--- src/rtl/valu_operand_feeder.sv ---
// Per-lane VALU operand feeder: fetches up to two operand streams from the VRF
// and pushes them, in address order, into the ALU operand FIFOs via small skid buffers.
module valu_operand_feeder #(
  parameter int LaneId        = 0,
  parameter int SkidDepth     = 2,
  parameter int VrfAddrW      = 5,
  parameter int VrfDataW      = 64,
  parameter int VlenW         = 16,
  parameter int InsnIdW       = 4,
  parameter int VrfWordWidthB = 8
) (
  input  logic                          clk_i,
  input  logic                          rst_i,
  input  logic                          req_valid_i,
  output logic                          req_ready_o,
  input  logic [1:0][VrfAddrW-1:0]      req_vs_addr_i,
  input  logic [1:0]                    req_use_vs_i,
  input  logic [VlenW-1:0]              req_vlB_i,
  input  logic [InsnIdW-1:0]            req_insn_id_i,
  output logic [1:0]                    vrf_rd_req_o,
  output logic [1:0][VrfAddrW-1:0]      vrf_rd_addr_o,
  input  logic [1:0]                    vrf_rd_gnt_i,
  input  logic [1:0][VrfDataW-1:0]      vrf_rd_data_i,
  output logic [1:0]                    op_valid_o,
  input  logic [1:0]                    op_ready_i,
  output logic [1:0][VrfDataW-1:0]      alu_op_o,
  output logic                          feed_done_o,
  output logic [InsnIdW-1:0]            feed_done_id_o
);

  localparam int OccW = $clog2(SkidDepth + 1);
  localparam int PtrW = $clog2(SkidDepth);

  if (SkidDepth < 2 || LaneId < 0) begin : g_bad_param
    $error("valu_operand_feeder: SkidDepth must be >= 2 and LaneId >= 0");
  end

  typedef enum logic {IDLE, ACTIVE} state_e;

  state_e               r_state, w_state_nxt;
  logic                 w_accept;
  logic                 w_all_done;

  logic [VlenW-1:0]     r_words;
  logic [1:0]           r_use;
  logic [VrfAddrW-1:0]  r_base [2];
  logic [InsnIdW-1:0]   r_id;
  logic [VlenW-1:0]     w_words;

  logic [VlenW-1:0]     r_issue_cnt   [2];
  logic [VlenW-1:0]     r_deliver_cnt [2];
  logic [1:0]           r_inflight;
  logic [OccW-1:0]      r_occ    [2];
  logic [PtrW-1:0]      r_rd_ptr [2];
  logic [PtrW-1:0]      r_wr_ptr [2];
  logic [VrfDataW-1:0]  r_skid   [2][SkidDepth];

  logic [1:0]           w_fire;
  logic [1:0]           w_skid_ne;
  logic [1:0]           w_op_done;

  function automatic logic [PtrW-1:0] ptr_inc(input logic [PtrW-1:0] p);
    return (p == PtrW'(SkidDepth - 1)) ? '0 : p + 1'b1;
  endfunction

  // Partial final word still costs one full VRF read.
  assign w_words = req_vlB_i / VlenW'(VrfWordWidthB)
                 + VlenW'(req_vlB_i % VlenW'(VrfWordWidthB) != '0);

  always_ff @(posedge clk_i) begin
    if (rst_i) r_state <= IDLE;
    else       r_state <= w_state_nxt;
  end

  // NOTE: every signal driven here gets a default first, so no path can infer a latch.
  always_comb begin
    w_state_nxt = r_state;
    req_ready_o = 1'b0;
    feed_done_o = 1'b0;
    w_accept    = 1'b0;
    case (r_state)
      IDLE: begin
        req_ready_o = 1'b1;
        if (req_valid_i) begin
          w_accept    = 1'b1;
          w_state_nxt = ACTIVE;
        end
      end
      ACTIVE: begin
        if (w_all_done) begin
          feed_done_o = 1'b1;
          w_state_nxt = IDLE;
        end
      end
      default: w_state_nxt = IDLE;
    endcase
  end

  // Returning read data bypasses an empty skid so a granted word can push the next cycle.
  always_comb begin
    for (int i = 0; i < 2; i++) begin
      w_skid_ne[i]     = (r_occ[i] != '0);
      vrf_rd_req_o[i]  = (r_state == ACTIVE) && r_use[i] && (r_issue_cnt[i] < r_words) &&
                         (({1'b0, r_occ[i]} + (OccW+1)'(r_inflight[i])) < (OccW+1)'(SkidDepth));
      vrf_rd_addr_o[i] = r_base[i] + VrfAddrW'(r_issue_cnt[i]);
      w_fire[i]        = vrf_rd_req_o[i] & vrf_rd_gnt_i[i];
      op_valid_o[i]    = (w_skid_ne[i] | r_inflight[i]) & op_ready_i[i];
      alu_op_o[i]      = w_skid_ne[i] ? r_skid[i][r_rd_ptr[i]] : vrf_rd_data_i[i];
      w_op_done[i]     = !r_use[i] || (r_deliver_cnt[i] == r_words);
    end
    w_all_done = &w_op_done;
  end

  always_ff @(posedge clk_i) begin
    if (rst_i) begin
      r_inflight <= '0;
      for (int i = 0; i < 2; i++) begin
        r_issue_cnt[i]   <= '0;
        r_deliver_cnt[i] <= '0;
        r_occ[i]         <= '0;
        r_rd_ptr[i]      <= '0;
        r_wr_ptr[i]      <= '0;
      end
    end else begin
      r_inflight <= w_fire;
      for (int i = 0; i < 2; i++) begin
        if (w_accept) begin
          r_issue_cnt[i]   <= '0;
          r_deliver_cnt[i] <= '0;
        end else begin
          if (w_fire[i])     r_issue_cnt[i]   <= r_issue_cnt[i] + 1'b1;
          if (op_valid_o[i]) r_deliver_cnt[i] <= r_deliver_cnt[i] + 1'b1;
        end
        if (op_valid_o[i])  r_rd_ptr[i] <= ptr_inc(r_rd_ptr[i]);
        if (r_inflight[i])  r_wr_ptr[i] <= ptr_inc(r_wr_ptr[i]);
        r_occ[i] <= r_occ[i] + OccW'(r_inflight[i]) - OccW'(op_valid_o[i]);
      end
    end
  end

  // NOTE: skid storage and job fields carry no reset; occupancy and state gate every use.
  always_ff @(posedge clk_i) begin
    if (w_accept) begin
      r_words <= w_words;
      r_use   <= req_use_vs_i;
      r_id    <= req_insn_id_i;
      for (int i = 0; i < 2; i++) r_base[i] <= req_vs_addr_i[i];
    end
    for (int i = 0; i < 2; i++) begin
      if (r_inflight[i]) r_skid[i][r_wr_ptr[i]] <= vrf_rd_data_i[i];
    end
  end

  assign feed_done_id_o = r_id;

endmodule

--- config.mk ---
export PLATFORM = sky130hd
export DESIGN_NAME = valu_operand_feeder
export DESIGN_NICKNAME = d
export VERILOG_FILES = /design/src/rtl/valu_operand_feeder.sv
export SDC_FILE = /design/constraint.sdc
export NUM_CORES = 1
export LEC_CHECK = 0
export CAP_MARGIN = 20
export CORE_UTILIZATION = 26
export DETAILED_ROUTE_END_ITERATION = 12
export PLACE_DENSITY = 0.5
export REMOVE_ABC_BUFFERS = 1
export SYNTH_ARGS = -nofsm -noshare
export SYNTH_HDL_FRONTEND = slang
export SYNTH_SLANG_ARGS = --single-unit
export TNS_END_PERCENT = 1
--- constraint.sdc ---
create_clock -name clk_i -period 4.1 [get_ports clk_i]
set_input_delay 1.23 -clock clk_i [delete_from_list [all_inputs] [get_ports clk_i]]
set_output_delay 1.23 -clock clk_i [all_outputs]
set_load 0.05 [all_outputs]
==> flow_metrics.env <==
export IMPL_status="completed"
export IMPL_critPathCaptureType="primary output"
export IMPL_grt_pass1_vias=10700
export IMPL_initial_core_util=0.265
export IMPL_globalRouteTotalUtil=0.126
export IMPL_rsz_0062_raised_after_global_routing="false"
export IMPL_yosysSeqAreaShare=0.655
export IMPL_total_cts_buffers=44
export IMPL_critPathArrivalTime_ns=2.70
export IMPL_wire_per_inst_um=16.8
export IMPL_maximum_vdd_drop_uv=428
export IMPL_routed_wirelength_um=41200
export IMPL_numPortBuffers=314
export IMPL_cp_start_kind="flop"
export IMPL_tritoncts_num_sinks=361
export IMPL_layout_area_growth_over_synthesis_pct=34.4
export IMPL_final_setup_viol_count=0
export IMPL_netlist_instances=1255
export IMPL_drive_gt1_frac=0.143
export IMPL_place_detailed_hpwl_um=27900
export IMPL_die_width_um=253
export IMPL_synth_cell_type_count=43
export IMPL_gp_routability_congestion=0.819
export IMPL_count_of_flip_flops_with_a_built_in_enable_after_synthesis=354
export IMPL_slowest_delay_ns=0.82
export IMPL_min_period_ns=3.93
export IMPL_slowest_stage="sky130_fd_sc_hd__clkdlybuf4s50_1"
export IMPL_detail_route_antenna_nets=0
export IMPL_total_of_warnings_raised_by_yosys=0
export IMPL_pin_count_of_the_biggest_net_entering_global_routing=129
export IMPL_remaining_drcs=0
export IMPL_worstSkewPairLatency_ns=0.56
export IMPL_power_per_cell_area_nw_per_um2=675
export IMPL_clk_path_buf_depth=3
export IMPL_fillCellCount=6002
export IMPL_criticalPathCategory="flop to primary output"
export IMPL_max_clk_rate_ghz=0.254
export IMPL_power_leakage_uw=0.00800
export IMPL_wire_length_of_the_first_global_routing_pass_um=62300
export IMPL_routed_via_density=4.31
export IMPL_drt_first_pass_iters=4
export IMPL_dominantRegCellSynth="sky130_fd_sc_hd__edfxtp_1"
export IMPL_layout_worst_path_cycle_share=0.959
export IMPL_std_cell_rows=91
export IMPL_antenna_violations_before_repair=4
export IMPL_cp_data_required_time_ns=2.87
export IMPL_syn_mean_instance_area_um2=13.1
export IMPL_path_max_fanout=7
export IMPL_slew_headroom=0.351
export IMPL_synth_area_um2=16400
export IMPL_layout_nets=1799
export IMPL_hold_path_class="flop to flop"
export IMPL_die_area_um2=64300
export IMPL_placed_cells_incl_taps=2377
export IMPL_tritoncts="done"
export IMPL_finalCoreUtilization=0.356
export IMPL_instances_no_fill=2453
export IMPL_floorplan_io_pins=315
export IMPL_cts_htree_levels=2
export IMPL_max_slew_worst_pin_slew_ns=0.973
export IMPL_final_count_of_pins_violating_max_slew=0
export IMPL_final_hold_violation_count=0
export IMPL_layout_setup_ws_ns=0.167
export IMPL_pre_cts_ws_ns=0.273
export IMPL_drv_max_cap_violation_count=0
export IMPL_drc_marker_count_from_the_first_detailed_route_iteration=487
export IMPL_worst_clock_skew_ns=0.0180
export IMPL_floorplan_die_height_um=253
export IMPL_synth_seq_cells=361
export IMPL_cts_root_buffer_cell="sky130_fd_sc_hd__clkbuf_16"
export IMPL_globalRoute_totalOverflow=0
export IMPL_critical_path_cell_chain="ha_1 > a21o_1 > a21oi_1 > xnor2_1 > clkdlybuf4s50_1"
export IMPL_core_area_um2=62100
export IMPL_clkTransAtPathRegs_ns=0.05
export IMPL_async_reset_ff_frac=0
export IMPL_route_vias_total=10600
==> final cells by class <==
type	count	area [um^2]	share of cell area
Clock buffer	53	1160	0.0523
Antenna cell	1	2.50	0.000113
Multi-Input combinational cell	805	5350	0.242
Sequential cell	361	10800	0.487
Timing Repair Buffer	336	3370	0.153
Tap cell	837	1050	0.0474
Inverter	38	143	0.00645
Clock inverter	22	262	0.0118
==> per-layer routing <==
| metal | vias up | share of wire | global-route usage |
|---|---|---|---|
| li1 | 5272 | - | - |
| met1 | 4965 | 0.43 | 0.156 |
| met2 | 244 | 0.47 | 0.207 |
| met3 | 83 | 0.061 | 0.0345 |
| met4 | 6 | 0.031 | 0.0452 |
| met5 | - | 0.0012 | 0 |
==> what timing repair did <==
| action | in CTS | in global routing |
|---|---|---|
| hold buffers | 0 | 0 |
| gates resized for setup | 3 | 4 |
| endpoints found under the setup margin | 3 | 2 |
| setup buffers | 0 | 0 |
==> cell families (layout without fill, tap and decap cells) <==
group	Yosys count	after routing	share of synthesized area
multiplexers	128	128	0.0779
other	1	3	0.000228
buffers and inverters	90	449	0.0221
flip-flops	361	361	0.655
adder cells (fa/ha/maj)	46	46	0.0359
AND/OR/NAND/NOR	357	357	0.100
XOR/XNOR	100	100	0.0533
AO/OA/AOI/OAI	172	172	0.0556
==> final timing paths <==
path / slack, ns / from / endpoint / depth (start not counted)
hold / removal: 0.57 / r_occ[0][1] / r_occ[0][1] / 2
hold reg to reg: 0.57 / r_occ[0][1] / r_occ[0][1] / 2
setup reg to reg: 1.53 / r_issue_cnt[0][9] / r_issue_cnt[0][14] / 7
setup / recovery: 0.17 / r_issue_cnt[0][1] / vrf_rd_addr_o[3] / 5
==> per-stage QoR <==
| stage | TNS, ns | total power (uW) | hold WS [ns] | instance area, um^2 |
|---|---|---|---|---|
| after global placement | 0 | 11200 | 0.543 | 20700 |
| final | 0 | 14900 | 0.566 | 22100 |
| after floorplan | -52.34 | 8720 | 0.498 | 16200 |
| after CTS | -0.0962 | 15200 | 0.566 | 22100 |
| after global routing | 0 | 15600 | 0.589 | 22100 |
| after detailed placement | 0 | 11200 | 0.548 | 20700 |
==> registers in the layout, indices dropped and copies added, names as in the netlist <==
signal	cells
feed_done_id_o	4
r_words	14
r_inflight	2
r_skid	256
r_base	10
r_occ	4
r_issue_cnt	32
r_wr_ptr	2
r_state	1
r_use	2
r_deliver_cnt	32
r_rd_ptr	2
==> Yosys cell counts (12+ instances only) <==
| master | instances | share of area |
|---|---|---|
| sky130_fd_sc_hd__mux2i_1 | 128 | 0.078 |
| sky130_fd_sc_hd__and3_1 | 18 | 0.0068 |
| sky130_fd_sc_hd__nor2_1 | 188 | 0.043 |
| sky130_fd_sc_hd__inv_1 | 38 | 0.0087 |
| sky130_fd_sc_hd__clkbuf_1 | 34 | 0.0078 |
| sky130_fd_sc_hd__ha_1 | 44 | 0.033 |
| sky130_fd_sc_hd__nand3_1 | 26 | 0.0079 |
| sky130_fd_sc_hd__xnor2_1 | 48 | 0.026 |
| sky130_fd_sc_hd__o21ai_0 | 12 | 0.0037 |
| sky130_fd_sc_hd__nor3_1 | 22 | 0.0067 |
| sky130_fd_sc_hd__xor2_1 | 52 | 0.028 |
| sky130_fd_sc_hd__edfxtp_1 | 354 | 0.65 |
| sky130_fd_sc_hd__nand2_1 | 35 | 0.0080 |
| sky130_fd_sc_hd__a21oi_1 | 144 | 0.044 |
| sky130_fd_sc_hd__nand4_1 | 19 | 0.0072 |
| sky130_fd_sc_hd__buf_2 | 13 | 0.0040 |
==> worst max-delay path: cells and delay by family, from the launching register on <==
| kind | cells | cell delay (ns) |
|---|---|---|
| buf+inv | 1 | 0.82 |
| flops | 1 | 0.51 |
| xor+xnor | 1 | 0.14 |
| fa+ha+maj | 1 | 0.34 |
| compound gates | 2 | 0.35 |
==> cell usage in the layout, fill, tap and decap left out, types with 7 or more instances in the layout <==
cell / synthesis / routed
sky130_fd_sc_hd__dfxtp_1: 7 / 7
sky130_fd_sc_hd__buf_12: 0 / 32
sky130_fd_sc_hd__edfxtp_1: 354 / 354
sky130_fd_sc_hd__xor2_1: 52 / 52
sky130_fd_sc_hd__and3_1: 18 / 18
sky130_fd_sc_hd__clkinv_1: 0 / 7
sky130_fd_sc_hd__nand4_1: 19 / 19
sky130_fd_sc_hd__clkbuf_1: 34 / 8
sky130_fd_sc_hd__buf_4: 0 / 122
sky130_fd_sc_hd__clkdlybuf4s50_1: 0 / 178
sky130_fd_sc_hd__o21ai_0: 12 / 12
sky130_fd_sc_hd__or3_1: 9 / 9
sky130_fd_sc_hd__nor3_1: 22 / 22
sky130_fd_sc_hd__inv_1: 38 / 38
sky130_fd_sc_hd__nand3_1: 26 / 26
sky130_fd_sc_hd__nand2_1: 35 / 35
sky130_fd_sc_hd__ha_1: 44 / 44
sky130_fd_sc_hd__xnor2_1: 48 / 48
sky130_fd_sc_hd__a21oi_1: 144 / 144
sky130_fd_sc_hd__clkbuf_16: 0 / 45
sky130_fd_sc_hd__mux2i_1: 128 / 128
sky130_fd_sc_hd__nor2_1: 188 / 188
==> power breakdown <==
| part | internal, uW | total (uW) | switching, uW |
|---|---|---|---|
| combinational | 2160 | 6710 | 4550 |
| clock | 2370 | 3860 | 1490 |
| sequential | 4200 | 4350 | 152 |
| total | 8730 | 14900 | 6190 |
No activity file was read; power rests on OpenSTA's default activity.
